### src/rtl/fetch_control.sv
// LC-3 fetch-phase controller: PC->MAR, timed memory read into MDR, MDR->IR,
// then a Continue press/release handshake before the next fetch.
module fetch_control #(
    parameter int unsigned MEM_WAIT = 2
) (
    input  logic       Clk,
    input  logic       Reset_ah,
    input  logic       Run,
    input  logic       Continue,
    output logic       LD_PC,
    output logic       LD_IR,
    output logic       LD_MAR,
    output logic       LD_MDR,
    output logic       GatePC,
    output logic       GateMDR,
    output logic       GateALU,
    output logic       GateMARMUX,
    output logic [1:0] PCMUX,
    output logic [1:0] ADDR2MUX,
    output logic [1:0] ALUK,
    output logic       Mem_OE,
    output logic       Mem_WE,
    output logic [3:0] State
);

    typedef enum logic [3:0] {
        HALTED = 4'd0,
        S18    = 4'd1,
        S33    = 4'd2,
        S35    = 4'd3,
        PAUSE1 = 4'd4,
        PAUSE2 = 4'd5
    } state_t;

    localparam logic [3:0] WAIT_C = 4'(MEM_WAIT);

    state_t     state_q, state_d;
    logic [3:0] cnt_q, cnt_d;
    logic       read_done;

    always_ff @(posedge Clk) begin
        if (Reset_ah) begin
            state_q <= HALTED;
            cnt_q   <= '0;
        end else begin
            state_q <= state_d;
            cnt_q   <= cnt_d;
        end
    end

    // Counter never passes WAIT_C, so equality marks the final read cycle.
    assign read_done = (cnt_q == WAIT_C);

    always_comb begin
        state_d    = state_q;
        cnt_d      = '0;
        LD_PC      = 1'b0;
        LD_IR      = 1'b0;
        LD_MAR     = 1'b0;
        LD_MDR     = 1'b0;
        GatePC     = 1'b0;
        GateMDR    = 1'b0;
        GateALU    = 1'b0;
        GateMARMUX = 1'b0;
        PCMUX      = 2'b00;
        ADDR2MUX   = 2'b00;
        ALUK       = 2'b00;
        Mem_OE     = 1'b1;
        Mem_WE     = 1'b1;

        case (state_q)
            HALTED: begin
                if (Run) state_d = S18;
            end
            S18: begin
                GatePC  = 1'b1;
                LD_MAR  = 1'b1;
                LD_PC   = 1'b1;
                PCMUX   = 2'b10;
                state_d = S33;
            end
            S33: begin
                Mem_OE = 1'b0;
                if (read_done) begin
                    LD_MDR  = 1'b1;
                    state_d = S35;
                end else begin
                    cnt_d = cnt_q + 4'd1;
                end
            end
            S35: begin
                GateMDR = 1'b1;
                LD_IR   = 1'b1;
                state_d = PAUSE1;
            end
            PAUSE1: begin
                if (Continue) state_d = PAUSE2;
            end
            PAUSE2: begin
                if (!Continue) state_d = S18;
            end
            default: state_d = HALTED;
        endcase
    end

    assign State = state_q;

endmodule

### config.mk
export PLATFORM = sky130hd
export DESIGN_NAME = fetch_control
export DESIGN_NICKNAME = d
export VERILOG_FILES = /design/src/rtl/fetch_control.sv
export SDC_FILE = /design/constraint.sdc
export NUM_CORES = 1
export LEC_CHECK = 0
export CORE_MARGIN = 2
export CORE_UTILIZATION = 28
export DETAILED_ROUTE_END_ITERATION = 8
export PLACE_DENSITY = 0.67
export SLEW_MARGIN = 25
export SYNTH_ARGS = -nofsm -noshare
export SYNTH_HDL_FRONTEND = slang
export SYNTH_SLANG_ARGS = --single-unit
### constraint.sdc
create_clock -name Clk -period 1.75 [get_ports Clk]
set_input_delay 0.2625 -clock Clk [delete_from_list [all_inputs] [get_ports Clk]]
set_output_delay 0.2625 -clock Clk [all_outputs]
set_load 0.01 [all_outputs]
# == Yosys cells after proc, flatten, opt, wreduce, memory -nomap -nowiden ==
# Cells that the tools add are included.
# totals
reg_bits,8
inputBits,4
output_inout_bits,20
word_cells,28
# classes
n_addsub,1
n_eq_ne,10
n_mux,11
n_bitwise,1
n_reduce_logical,3
# ops
cell,count
$pmux 4 s6,1
$mux 4,4
$eq 4x2->1 const B,3
$eq 4x3->1 const B,2
$ne 2x2->1 const B,4
$mux 1,5
$add 4x1->4 const B,1
$eq 4x1->1 const B,1
$logic_not 4->1,1
$reduce_and 4->1,1
$reduce_or 3->1,1
$mux 2,1
$not 1->1,1

# == Longest topological paths before layout ==
# Gate-level depths: netlist (run 1).
# depth
word_depth,3
ltp_mapped,4

# == Worst setup path after synthesis (run 1) ==
# OpenSTA, ideal clock, no wires.
# synth_timing
kind,reg-to-output
from,"register state_q[0], in the netlist State[0]"
to,output LD_MAR
arrival_ns,1.212
path_slack_ns,0.275
path_stages_with_launch,3
path_cell_list,dfxtp_1 nor3b_1 buf_4
# synth_via
elab_chain_cells,2
# synth_lines
element,line_no,rtl
from (decl),37,"state_t state_q, state_d;"
from (signal assigned),46,state_q <= state_d;
$eq 4x1->1,n/a,
$mux 1,n/a,
to (decl),12,"output logic LD_MAR,"
# No other way between the ends.

# == Final worst setup path (run 1) ==
# layout_timing
from,"register state_q[0], in the netlist State[0]"
to,output Mem_OE
# layout_via
elab_chain_cells,2
# layout_lines
element,line_no,rtl
$eq 4x2->1,71,case (state_q)
$mux 1,71,
to (decl),21,"output logic Mem_OE,"
# No other way between the ends.

==> flow_summary.ini, run 1 <==
[status]
status = finished, final reports clean

[route]
detail-route-antenna-nets = 0
vias = 345
drt_iter0_drc = 2
vias_per_cell = 4.207
wl_per_cell_um = 8.890
drc_errors = 0
firstDrtPassIters = 2
wirelength_um = 729

[logic_synthesis]
synthTopCellsByCount = 13 x buf_4, 9 x nor2_1, 7 x dfxtp_1
synthArstFlopShare = 0
yosysMostFrequentCell = buf_4
ys_ff_latch = 7
ys_types = 21
ys_seq_area_frac = 0.3333
synth_edf_count = 0
synth_warnings = 0
syn-cell-area_um2 = 420.4
synth_ff_type = dfxtp_1
yosysTopAreaCell = dfxtp_1
synth_compound_area_frac = 0.08631
post_synth_mux_area_share = 0
synthXorXnorAreaFrac = 0.04167
yosysTopAreaCellShare = 0.3333
synthAdderAreaFrac = 0.05952
synth_top_family_by_area = buffers and inverters
syn_avg_cell_area_um2 = 8.243
yosys.area_share.simple = 0.2083
synth_area_leaders = dfxtp_1 33%, buf_4 23%, nor2_1 8.0%
synth_cells = 51

[finish]
drive_gt1_frac = 0.1194
final_nets = 74
antenna_cells = 0
fillers = 151
final_cells = 82
area_delta_synth_final_pct = 32.44

[timing]
rsz0062_at_grt = no
finalHoldViolations = 0
max_freq_ghz = 0.6057
tns_ps = 0
finalSetupViolations = 0
fin_crit_sh = 0.9434
period_minus_slack_ps = 1651
hold_ws_ps = 466.4
fin_ws_ps = 99.11
finalMaxSlewViolations = 0
fin_skew_ps = 5.319

[critical_path]
cp.depth = 3
crit_start = State[0]
critPathBufInv = 2
crit_path_top_delay_cell = or3b_1
cpPeakStageDelay_ps = 400
r2r_setup_slack_ps = 400
r2r-end = cnt_q[2]
crit_path_end_kind = output pin
crit_family = buffers and inverters
required_ps = 1490
crit_path_start_kind = register
setup.worst_path.class = reg -> out
arrival_ps = 1390
crit_path_end = Mem_OE
worstPathCellList = or3b_1 > buf_4 > dlygate4sd2_1
path_max_fanout = 4
r2r_cells = 4
rr_startpoint = State[0]

[clocking]
cts_buffers = 3
cts_tree = built
clockBufferDepth = 2
clkTransAtPathRegs_ps = 50
hold_buffers = 0
cts_root_buffer = clkbuf_4
cts.sink_count = 7
clkLatencyLatePin_ps = 250
htreeDepth = 1

[power_and_ir_drop]
sw_frac_of_total = 0.2776
combPwrFrac = 0.276
p_int_mw = 0.3183
peakVddDrop_mv = 0.4015
net-switching-power_mw = 0.1223
seqPwrFrac = 0.392
p_per_area_mw_per_mm2 = 791.4
pwr-share-clk = 0.332
p_leak_nw = 0.2676

[placement]
dp.cells = 78
pre_cts_slack_ps = 156.9
io_buffer_count = 14
hpwl_um = 601.6
place_congestion = 0.7677

[global_routing]
gr-total-overflow = 0
grt_max_degree = 7
grt_pass1_wl_um = 1290
grtUsageTotal = 0.1002
antenna_found_initial = 0
grt_pass1_vias = 296

[job]
max_cap_viol_count = 0

[hold_path]
holdPathStages = 1
hold_class = reg -> reg

[floorplanning]
start_util = 0.3114
rows = 13
io_pins = 24
die_h_um = 42.75
die_w_um = 42.75
die_area_mm2 = 0.001828
fp.coreArea_mm2 = 0.001350
[state kept, by name, summed over array words and instances, names as in the netlist]
| register | count |
|---|---|
| cnt_q | 4 |
| State | 3 |
[power groups by stage]
stage	Sequential, mW	Combinational, mW	Clock [mW]
floorplan	0.184	0.0776	0
global placement	0.176	0.134	0
detailed placement	0.177	0.135	0
CTS	0.173	0.123	0.152
global route	0.174	0.133	0.169
finish	0.173	0.122	0.146
[how the worst min path moves through the flow]
| stage | from | to | slack (ps) |
|---|---|---|---|
| after floorplan | Reset_ah | State[1] | 330 |
| after global placement | cnt_q[0] | cnt_q[0] | 450 |
| after detailed placement | cnt_q[0] | cnt_q[0] | 460 |
| after CTS | cnt_q[0] | cnt_q[0] | 470 |
| after global routing | cnt_q[0] | cnt_q[0] | 520 |
| final | cnt_q[0] | cnt_q[0] | 470 |
[cell type report]
cell class,instances,area [µm²],area share
Sequential cell,7,140.1,0.2517
Inverter,1,3.754,0.006742
Tap cell,15,18.77,0.03371
Timing Repair Buffer,19,167.7,0.3011
Clock buffer,4,26.28,0.04719
Multi-Input combinational cell,36,200.2,0.3596
[metrics by stage]
step	cell area (µm²)	util	power [mW]
6_report	556.8	0.4124	0.4406
5_1_grt	556.8	0.4124	0.4759
4_1_cts	556.8	0.4124	0.4474
3_5_place_dp	540.5	0.4004	0.3113
3_3_place_gp	540.5	0.4004	0.3102
2_1_floorplan	446.7	-	0.2611
[cells by family after synthesis]
group / Yosys count
compound gates: 6
xor+xnor: 2
fa+ha+maj: 2
buf+inv: 15
flops: 7
other cells: 2
simple gates: 17
[cells in the final DEF (no fill, tap or decap)]
cell / instances
a211o_1: 1
a211oi_1: 1
a21oi_1: 2
and2b_1: 1
and3b_1: 1
buf_4: 5
clkbuf_1: 1
clkbuf_4: 3
clkdlybuf4s50_1: 6
conb_1: 9
dfxtp_1: 7
dlygate4sd2_1: 8
ha_1: 2
inv_1: 1
nand2_1: 1
nand2b_1: 1
nand3_1: 1
nor2_1: 9
nor2b_1: 1
nor3b_1: 1
o21ai_0: 2
or3b_1: 1
xnor2_1: 1
xor2_1: 1
[worst reg2reg max path, stage by stage, from the launching register on]
cell     delay (ps)
dfxtp_1         310
or3b_1          400
buf_4           160
a211o_1         310
nor2_1          110
[repair_timing]
action / 4_1_cts / 5_1_grt
gates resized for setup: 8 / 0
buffers inserted: 0 / 0
setup endpoints to repair: 8 / 0
[layer usage]
metal	GRT usage	routed length [µm]	vias to the layer above
li1	-	-	174
met1	0.1221	342	151
met2	0.1303	310	18
met3	0.03830	70	2
met4	0.09375	6	0
met5	0	0	-
Power figures use the tool's default switching activity.
==> inputs of run 2 (changes only) <==
--- a/config.mk
+++ b/config.mk
@@ -5,8 +5,10 @@
 export SDC_FILE = /design/constraint.sdc
 export NUM_CORES = 1
 export LEC_CHECK = 0
+export CORE_ASPECT_RATIO = 0.9
 export CORE_MARGIN = 2
 export CORE_UTILIZATION = 28
+export CTS_CLUSTER_DIAMETER = 40
 export DETAILED_ROUTE_END_ITERATION = 8
 export PLACE_DENSITY = 0.67
 export SLEW_MARGIN = 25
==> run 2 against run 1 <==
Net effect:
- non-clock buffer count is the same
- clock-buffer cell count is the same
- sequential share of layout area is the same
- critical endpoint unchanged
==> flow_summary.ini, run 2 (synthesis results as in run 1) <==
[global_routing]
gr-total-overflow = 0
grt_pass1_wl_um = 1069
antenna_found_initial = 0
grt_max_degree = 7
grtUsageTotal = 0.08658
grt_pass1_vias = 266

[clocking]
clkTransAtPathRegs_ps = 50
htreeDepth = 1
clockBufferDepth = 2
cts_tree = built
cts_root_buffer = clkbuf_4
hold_buffers = 0
cts.sink_count = 7
clkLatencyLatePin_ps = 250
cts_buffers = 3

[route]
firstDrtPassIters = 3
vias = 333
drt_iter0_drc = 1
wirelength_um = 738
drc_errors = 0
wl_per_cell_um = 9.000
detail-route-antenna-nets = 0
vias_per_cell = 4.061

[floorplanning]
io_pins = 24
start_util = 0.2937
die_area_mm2 = 0.001828
fp.coreArea_mm2 = 0.001431
die_w_um = 44.85
rows = 13
die_h_um = 40.76

[timing]
tns_ps = 0
fin_crit_sh = 0.9308
finalSetupViolations = 0
finalHoldViolations = 0
rsz0062_at_grt = no
finalMaxSlewViolations = 0
fin_skew_ps = 0.4319
max_freq_ghz = 0.6139
period_minus_slack_ps = 1629

[critical_path]
r2r_setup_slack_ps = 420
cpPeakStageDelay_ps = 390
arrival_ps = 1370
path_max_fanout = 4
crit_path_top_delay_cell = or3b_1
worstPathCellList = or3b_1 > buf_4 > dlygate4sd2_1
required_ps = 1490
crit_path_start_kind = register
crit_path_end_kind = output pin
setup.worst_path.class = reg -> out

[power_and_ir_drop]
peakVddDrop_mv = 0.3373
p_per_area_mw_per_mm2 = 785.1
p_leak_nw = 0.2676

[finish]
final_core_util = 0.3890
final_nets = 74
area_delta_synth_final_pct = 32.44
largest_register_ffs = 4
drive_gt1_frac = 0.1194
final_cell_mix = 9 x nor2_1, 9 x conb_1, 8 x dlygate4sd2_1
fillers = 159
antenna_cells = 0
top_register = cnt_q

[status]
status = finished, final reports clean

[placement]
place_congestion = 0.8000
hpwl_um = 600.3
io_buffer_count = 14

[job]
max_cap_viol_count = 0

[hold_path]
hold_class = reg -> reg
## run 2: critical path: cells and delay by family (launching register included)
family        cells  cell delay, ps
buf+inv           2             430
flops             1             300
simple gates      1             390
## run 2: final timing paths
check / to / startpoint / cells past startpoint
max: Mem_OE / State[0] / 3
min: cnt_q[0] / cnt_q[0] / 1
max reg2reg: cnt_q[2] / State[0] / 4
min reg2reg: cnt_q[0] / cnt_q[0] / 1
## run 2: area by class of cell
type                            count  area [µm²]  area share
Multi-Input combinational cell     36       200.2      0.3596
Timing Repair Buffer               19       167.7      0.3011
Sequential cell                     7       140.1      0.2517
Clock buffer                        4       26.28     0.04719
Tap cell                           15       18.77     0.03371
Inverter                            1       3.754    0.006742
## run 2: metrics by stage
stage	power, mW	setup slack (ps)	instance area [µm²]	hold slack [ps]	std cells
final	0.4372	121.1	556.8	460.1	82
after global routing	0.4640	68.91	556.8	489.7	82
after CTS	0.4468	111.3	556.8	467.6	82
after detailed placement	0.3113	171.6	540.5	455.8	78
after global placement	0.3109	169.2	540.5	447.8	78
after floorplan	0.2611	275.5	446.7	334.9	58
## run 2: layer usage
metal | part of all wire | routed length [µm] | up-vias | global-route usage
li1 | - | - | 172 | -
met1 | 0.46 | 336 | 148 | 0.1021
met2 | 0.47 | 347 | 11 | 0.1341
met3 | 0.065 | 48 | 2 | 0.01322
met4 | 0.0081 | 6 | 0 | 0.08824
met5 | 0 | 0 | - | 0
## run 2: what timing repair did
item,in CTS,in global routing
endpoints found under the setup margin,8,0
resized for setup,8,0
setup buffers,0,0
## run 2: power breakdown
| part | internal [mW] | switching (mW) |
|---|---|---|
| sequential | 0.168 | 0.00451 |
| clock | 0.0868 | 0.0569 |
| combinational | 0.0629 | 0.0576 |
| total | 0.318 | 0.119 |
==> inputs of run 3 (changes only) <==
--- a/config.mk
+++ b/config.mk
@@ -5,11 +5,13 @@
 export SDC_FILE = /design/constraint.sdc
 export NUM_CORES = 1
 export LEC_CHECK = 0
+export CAP_MARGIN = 25
 export CORE_ASPECT_RATIO = 0.9
 export CORE_MARGIN = 2
 export CORE_UTILIZATION = 28
 export CTS_CLUSTER_DIAMETER = 40
 export DETAILED_ROUTE_END_ITERATION = 8
+export MAX_ROUTING_LAYER = met4
 export PLACE_DENSITY = 0.67
 export SLEW_MARGIN = 25
 export SYNTH_ARGS = -nofsm -noshare
==> results of run 3 <==
The final DEF is identical to that of run 2; final timing and power are the same.
Among the figures that moved: final weighted congestion in routability-driven placement 0.8000 -> 0.8115; overall routing resource usage 0.08658 -> 0.08913
